--- src/rtl/chip8_pkg.sv ---
// Shared types and defaults for the memory arbiter.
package chip8_pkg;

  localparam int ADDR_W_DEF = 12;
  localparam int DATA_W_DEF = 16;

  // Who owns the memory bus.
  typedef enum logic [1:0] {
    REQ_FETCH  = 2'd0,
    REQ_DATA   = 2'd1,
    REQ_SPRITE = 2'd2
  } req_id_t;

  // Arbiter sequencing: IDLE -> ACCESS (bus strobe) -> RESP (read data back).
  typedef enum logic [1:0] {
    IDLE   = 2'd0,
    ACCESS = 2'd1,
    RESP   = 2'd2
  } arb_state_t;

endpackage

--- src/rtl/mem_arb_pick.sv ---
// Combinational winner selection: fetch first, data/sprite round-robin,
// and the round-robin winner overrides fetch once the starvation limit is hit.
module mem_arb_pick
  import chip8_pkg::*;
(
  input  logic       f_req,
  input  logic       d_req,
  input  logic       s_req,
  input  logic       sprite_turn,
  input  logic       starved,
  output logic       any,
  output logic [1:0] winner
);

  logic    rr_req;
  req_id_t rr_pick;

  // Resolve the data/sprite tie first, then weigh it against fetch.
  always_comb begin
    any     = f_req | d_req | s_req;
    rr_req  = d_req | s_req;
    rr_pick = (d_req && !(s_req && sprite_turn)) ? REQ_DATA : REQ_SPRITE;
    if (f_req && !(starved && rr_req)) begin
      winner = REQ_FETCH;
    end else if (rr_req) begin
      winner = rr_pick;
    end else begin
      winner = REQ_FETCH;
    end
  end

endmodule

--- src/rtl/mem_arbiter.sv ---
// Three-way single-port memory arbiter (fetch, data, sprite).
// One access per two cycles: ACCESS drives the bus, RESP returns read data
// and re-arbitrates so back-to-back requests lose no cycle.
module mem_arbiter
  import chip8_pkg::*;
#(
  parameter int ADDR_W     = ADDR_W_DEF,
  parameter int DATA_W     = DATA_W_DEF,
  parameter int STARVE_MAX = 4
) (
  input  logic              clk,
  input  logic              rst_n,
  input  logic              f_req,
  input  logic [ADDR_W-1:0] f_addr,
  output logic              f_gnt,
  output logic              f_rvalid,
  input  logic              d_req,
  input  logic              d_we,
  input  logic [ADDR_W-1:0] d_addr,
  input  logic [DATA_W-1:0] d_wdata,
  output logic              d_gnt,
  output logic              d_rvalid,
  input  logic              s_req,
  input  logic [ADDR_W-1:0] s_addr,
  output logic              s_gnt,
  output logic              s_rvalid,
  output logic [DATA_W-1:0] rdata,
  output logic              mem_en,
  output logic              mem_we,
  output logic [ADDR_W-1:0] mem_addr,
  output logic [DATA_W-1:0] mem_wdata,
  input  logic [DATA_W-1:0] mem_rdata
);

  localparam int CNT_W = $clog2(STARVE_MAX + 1);

  arb_state_t        state_reg;
  req_id_t           owner_reg;
  logic [CNT_W-1:0]  starve_reg;
  logic              sprite_turn_reg;  // 0: data wins the next tie

  logic              pick_any;
  logic [1:0]        pick_raw;
  req_id_t           pick_id;
  logic              starved;
  logic [ADDR_W-1:0] pick_addr;

  assign starved = (starve_reg == CNT_W'(STARVE_MAX));
  assign pick_id = req_id_t'(pick_raw);
  assign rdata   = mem_rdata;

  mem_arb_pick u_pick (
    .f_req       (f_req),
    .d_req       (d_req),
    .s_req       (s_req),
    .sprite_turn (sprite_turn_reg),
    .starved     (starved),
    .any         (pick_any),
    .winner      (pick_raw)
  );

  // Address of whichever requester the picker selected.
  always_comb begin
    case (pick_id)
      REQ_DATA:   pick_addr = d_addr;
      REQ_SPRITE: pick_addr = s_addr;
      default:    pick_addr = f_addr;
    endcase
  end

  // Arbiter FSM; every bus and handshake output is a register.
  always_ff @(posedge clk or negedge rst_n) begin
    if (!rst_n) begin
      state_reg       <= IDLE;
      owner_reg       <= REQ_FETCH;
      starve_reg      <= '0;
      sprite_turn_reg <= 1'b0;
      f_gnt           <= 1'b0;
      d_gnt           <= 1'b0;
      s_gnt           <= 1'b0;
      f_rvalid        <= 1'b0;
      d_rvalid        <= 1'b0;
      s_rvalid        <= 1'b0;
      mem_en          <= 1'b0;
      mem_we          <= 1'b0;
      mem_addr        <= '0;
      mem_wdata       <= '0;
    end else begin
      // Strobes are single-cycle pulses; address and write data hold.
      f_gnt    <= 1'b0;
      d_gnt    <= 1'b0;
      s_gnt    <= 1'b0;
      f_rvalid <= 1'b0;
      d_rvalid <= 1'b0;
      s_rvalid <= 1'b0;
      mem_en   <= 1'b0;
      mem_we   <= 1'b0;
      case (state_reg)
        IDLE, RESP: begin
          if (pick_any) begin
            state_reg <= ACCESS;
            owner_reg <= pick_id;
            mem_en    <= 1'b1;
            mem_addr  <= pick_addr;
            mem_wdata <= d_wdata;
            case (pick_id)
              REQ_DATA: begin
                d_gnt           <= 1'b1;
                mem_we          <= d_we;
                starve_reg      <= '0;
                sprite_turn_reg <= 1'b1;
              end
              REQ_SPRITE: begin
                s_gnt           <= 1'b1;
                starve_reg      <= '0;
                sprite_turn_reg <= 1'b0;
              end
              default: begin
                f_gnt <= 1'b1;
                if ((d_req || s_req) && !starved) begin
                  starve_reg <= starve_reg + 1'b1;
                end
              end
            endcase
          end else begin
            state_reg <= IDLE;
          end
        end
        ACCESS: begin
          // mem_we is still high here exactly when this access was a write.
          state_reg <= RESP;
          f_rvalid  <= (owner_reg == REQ_FETCH);
          d_rvalid  <= (owner_reg == REQ_DATA) && !mem_we;
          s_rvalid  <= (owner_reg == REQ_SPRITE);
        end
        default: state_reg <= IDLE;
      endcase
    end
  end

endmodule

--- config.mk ---
export PLATFORM = sky130hd
export DESIGN_NAME = mem_arbiter
export DESIGN_NICKNAME = d
export VERILOG_FILES = /design/src/rtl/chip8_pkg.sv /design/src/rtl/mem_arb_pick.sv /design/src/rtl/mem_arbiter.sv
export SDC_FILE = /design/constraint.sdc
export NUM_CORES = 1
export LEC_CHECK = 0
export ABC_AREA = 0
export CAP_MARGIN = 10
export CORE_MARGIN = 3
export CORE_UTILIZATION = 34
export CTS_BUF_LIST = sky130_fd_sc_hd__clkbuf_4 sky130_fd_sc_hd__clkbuf_8
export DETAILED_ROUTE_END_ITERATION = 8
export PLACE_DENSITY_LB_ADDON = 0.08
export SYNTH_ARGS = -nofsm -noshare
export SYNTH_HDL_FRONTEND = slang
export SYNTH_HIERARCHICAL = 1
export SYNTH_SLANG_ARGS = --single-unit
--- constraint.sdc ---
create_clock -name clk -period 2.1 [get_ports clk]
set_input_delay 0.525 -clock clk [delete_from_list [all_inputs] [get_ports clk]]
set_output_delay 0.525 -clock clk [all_outputs]
set_load 0.1 [all_outputs]
==> results_dict.tcl <==
set metrics [dict create \
    required_ns 2.27 \
    drt_first_pass_iters 4 \
    fin_cells 393 \
    vias 1828 \
    slew_violations 0 \
    placed_area_mm2 0.002965 \
    final_cell_mix "nand2_1 (83), clkdlybuf4s50_1 (56), buf_4 (53)" \
    drive_above_1_share_pct 26.48 \
    cp.arrival_ns 2.18 \
    synth_top_family_by_area "simple AND/OR/NAND/NOR gates" \
    critPathMaxStageDelay_ns 0.41 \
    cts_buffers 5 \
    initial_core_util_pct 36.13 \
    portBuffers 93 \
    clk_pin_slew_ns 0.08 \
    power_mw 4.252 \
    synth_top_area_share_pct 52.47 \
    cts_tree "built" \
    final_net_count 398 \
    synth_compound_area_share_pct 3.844 \
    wl_per_cell_um 13.42 \
    status "finished clean" \
    peakVddDrop_uv 542.2 \
    synth_edf_count 0 \
    cpMaxStageDelayCell "dfrtp_1" \
    fmax_mhz 498.7 \
    cp-start-kind "flip-flop" \
    whs_ns 0.1008 \
    viasPerCell 4.651 \
    final_util_pct 55.36 \
    antenna_left 0 \
    synth_seq_cells 43 \
    cp.depth 11 \
    wl_mm 5.274 \
    die_h_um 83.66 \
    critPathTopFamily "simple AND/OR/NAND/NOR gates" \
    dp_hpwl_mm 4.052 \
    end_kind "flip-flop" \
    finalHoldViolations 0 \
    h-tree-depth 2 \
    fp.dieArea_mm2 0.006999 \
    final_common_cell "nand2_1" \
    grt_first_pass_wirelength_mm 8.576 \
    yosysWarnings 6 \
    synth_nets 305 \
    ys_types 26 \
    drtIter0Drc 43 \
    fp-row-count 27 \
    grt_overflow 0 \
    design_area_mm2 0.003142 \
    finalWorstSetupSlack_ns 0.09485 \
    synth_fa_ha_area_share_pct 2.441 \
    fin_crit_sh_pct 95.48 \
    cts.sinks 43 \
    largest_reg_flops 16 \
    fillCellCount 560 \
    design.portCount 126 \
    area_delta_synth_final_pct 53.20 \
    rsz0062_at_grt "no" \
    critPathKind "reg2reg" \
    synth-main-ff-cell "dfrtp_1" \
    fin_skew_ns 0.006228 \
    gp_congestion 0.7817 \
    syn-cell-area_mm2 0.002051 \
    ctsHoldBuffers 0 \
    crit_chain "inv_2, ha_4, and2_4, nand2b_4, and3_4, inv_2, ha_4, and4bb_2, buf_6, nand2_1, nand4_1" \
    setup_tns_ns 0 \
    clk_latency_ns 0.30 \
    synth-async-reset-ratio_pct 100.0 \
    core_mm2 0.005675 \
    setup_viol 0 \
    first_global_vias 1827 \
    max-clock-path-buffers 2 \
    place_ws_ns -0.2141 \
    cp_num_buf_inv 3 \
    synth_top_cell_by_area "dfrtp_1" \
    leakage_nw 1.503 \
    numPlacedInstances 383 \
    syn_avg_cell_area_um2 9.034 \
    synthMuxAreaShare_pct 0 \
    yosysSeqAreaShare_pct 52.47 \
    diodes 0 \
    die_x_um 83.66 \
    period_minus_slack_ns 2.005 \
    syn_inst 227 \
    synth_area_leaders "dfrtp_1 (52%), nand2_1 (16%), buf_4 (7.0%), nand4_1 (4.0%), nand3_1 (3.7%)" \
    synthSimpleGateAreaFrac_pct 30.02 \
    tightest_slew_ns 0.3144 \
    cellPowerDensity_mw_per_mm2 1353 \
    root_buffer "clkbuf_8" \
    critPathMaxFanout 7 \
    cap_violations 0 \
    grt_max_degree 17 \
    antenna_found_initial 0 \
    r2r-start "starve_reg[1]" \
    drc_errors 0 \
    hold_class "in2async" \
    yosys.area_share.xor_xnor_pct 0 \
    track_usage_pct 15.17 \
    reg2regPathDepth 11 \
    setup.worst_path.start "starve_reg[1]" \
    relSlewSlack_pct 79.04 \
]
-- worst reg2reg max path, delay by kind of cell (launching register included) --
family | cells | cell delay (ns)
flip-flops | 1 | 0.41
AND/OR/NAND/NOR | 6 | 0.80
buffers and inverters | 3 | 0.28
adder cells (fa/ha/maj) | 2 | 0.39
-- per-layer routing --
metal	GRT usage [%]	up-vias	wire length, um
met4	6.433	0	85
li1	-	908	-
met3	3.554	11	277
met1	17.54	863	2165
met2	26.68	46	2746
met5	0	-	0
-- cells by family after synthesis --
family	after synthesis
simple gates	135
fa+ha+maj	4
compound gates	10
flops	43
buf+inv	35
-- cells in the mapped netlist (all sizes together) (2+ instances only) --
cell type  number
clkbuf          2
and2            3
and4bb          2
inv             7
nand4          13
o21ai           4
nor2            3
nand3          15
and3            3
ha              4
buf            26
nand2          87
a2bb2oi         2
dfrtp          43
nand2b          5
-- power by group --
group | internal (mW) | switching [mW] | total (mW) | leakage (nW)
logic | 0.653 | 1.75 | 2.41 | 0.903
clock network | 0.385 | 0.278 | 0.663 | 0.0612
registers | 1.05 | 0.133 | 1.18 | 0.539
total | 2.09 | 2.16 | 4.25 | 1.50
-- timing repair --
action	4_1_cts	5_1_grt
setup buffers	0	3
gates resized for setup	0	14
endpoints found under the setup margin	0	13
-- layout make-up --
type | count | area, um^2 | area share (%)
Timing Repair Buffer | 114 | 1026 | 32.66
Inverter | 7 | 26.28 | 0.8363
Sequential cell | 43 | 1076 | 34.25
Clock buffer | 6 | 82.58 | 2.628
Clock inverter | 2 | 35.03 | 1.115
Multi-Input combinational cell | 149 | 805.8 | 25.65
Tap cell | 72 | 90.09 | 2.867
-- path summary, 6_finish.rpt --
| kind | to | slack (ns) |
|---|---|---|
| worst min register to register | d_rvalid | 0.45 |
| max in group asynchronous | sprite_turn_reg | 1.48 |
| min in group clk | d_rvalid | 0.45 |
| worst max register to register | mem_addr[8] | 0.09 |
| worst max-delay path | mem_addr[8] | 0.09 |
| worst min-delay path | mem_wdata[15] | 0.10 |
No activity file was read; power rests on OpenSTA's default activity.
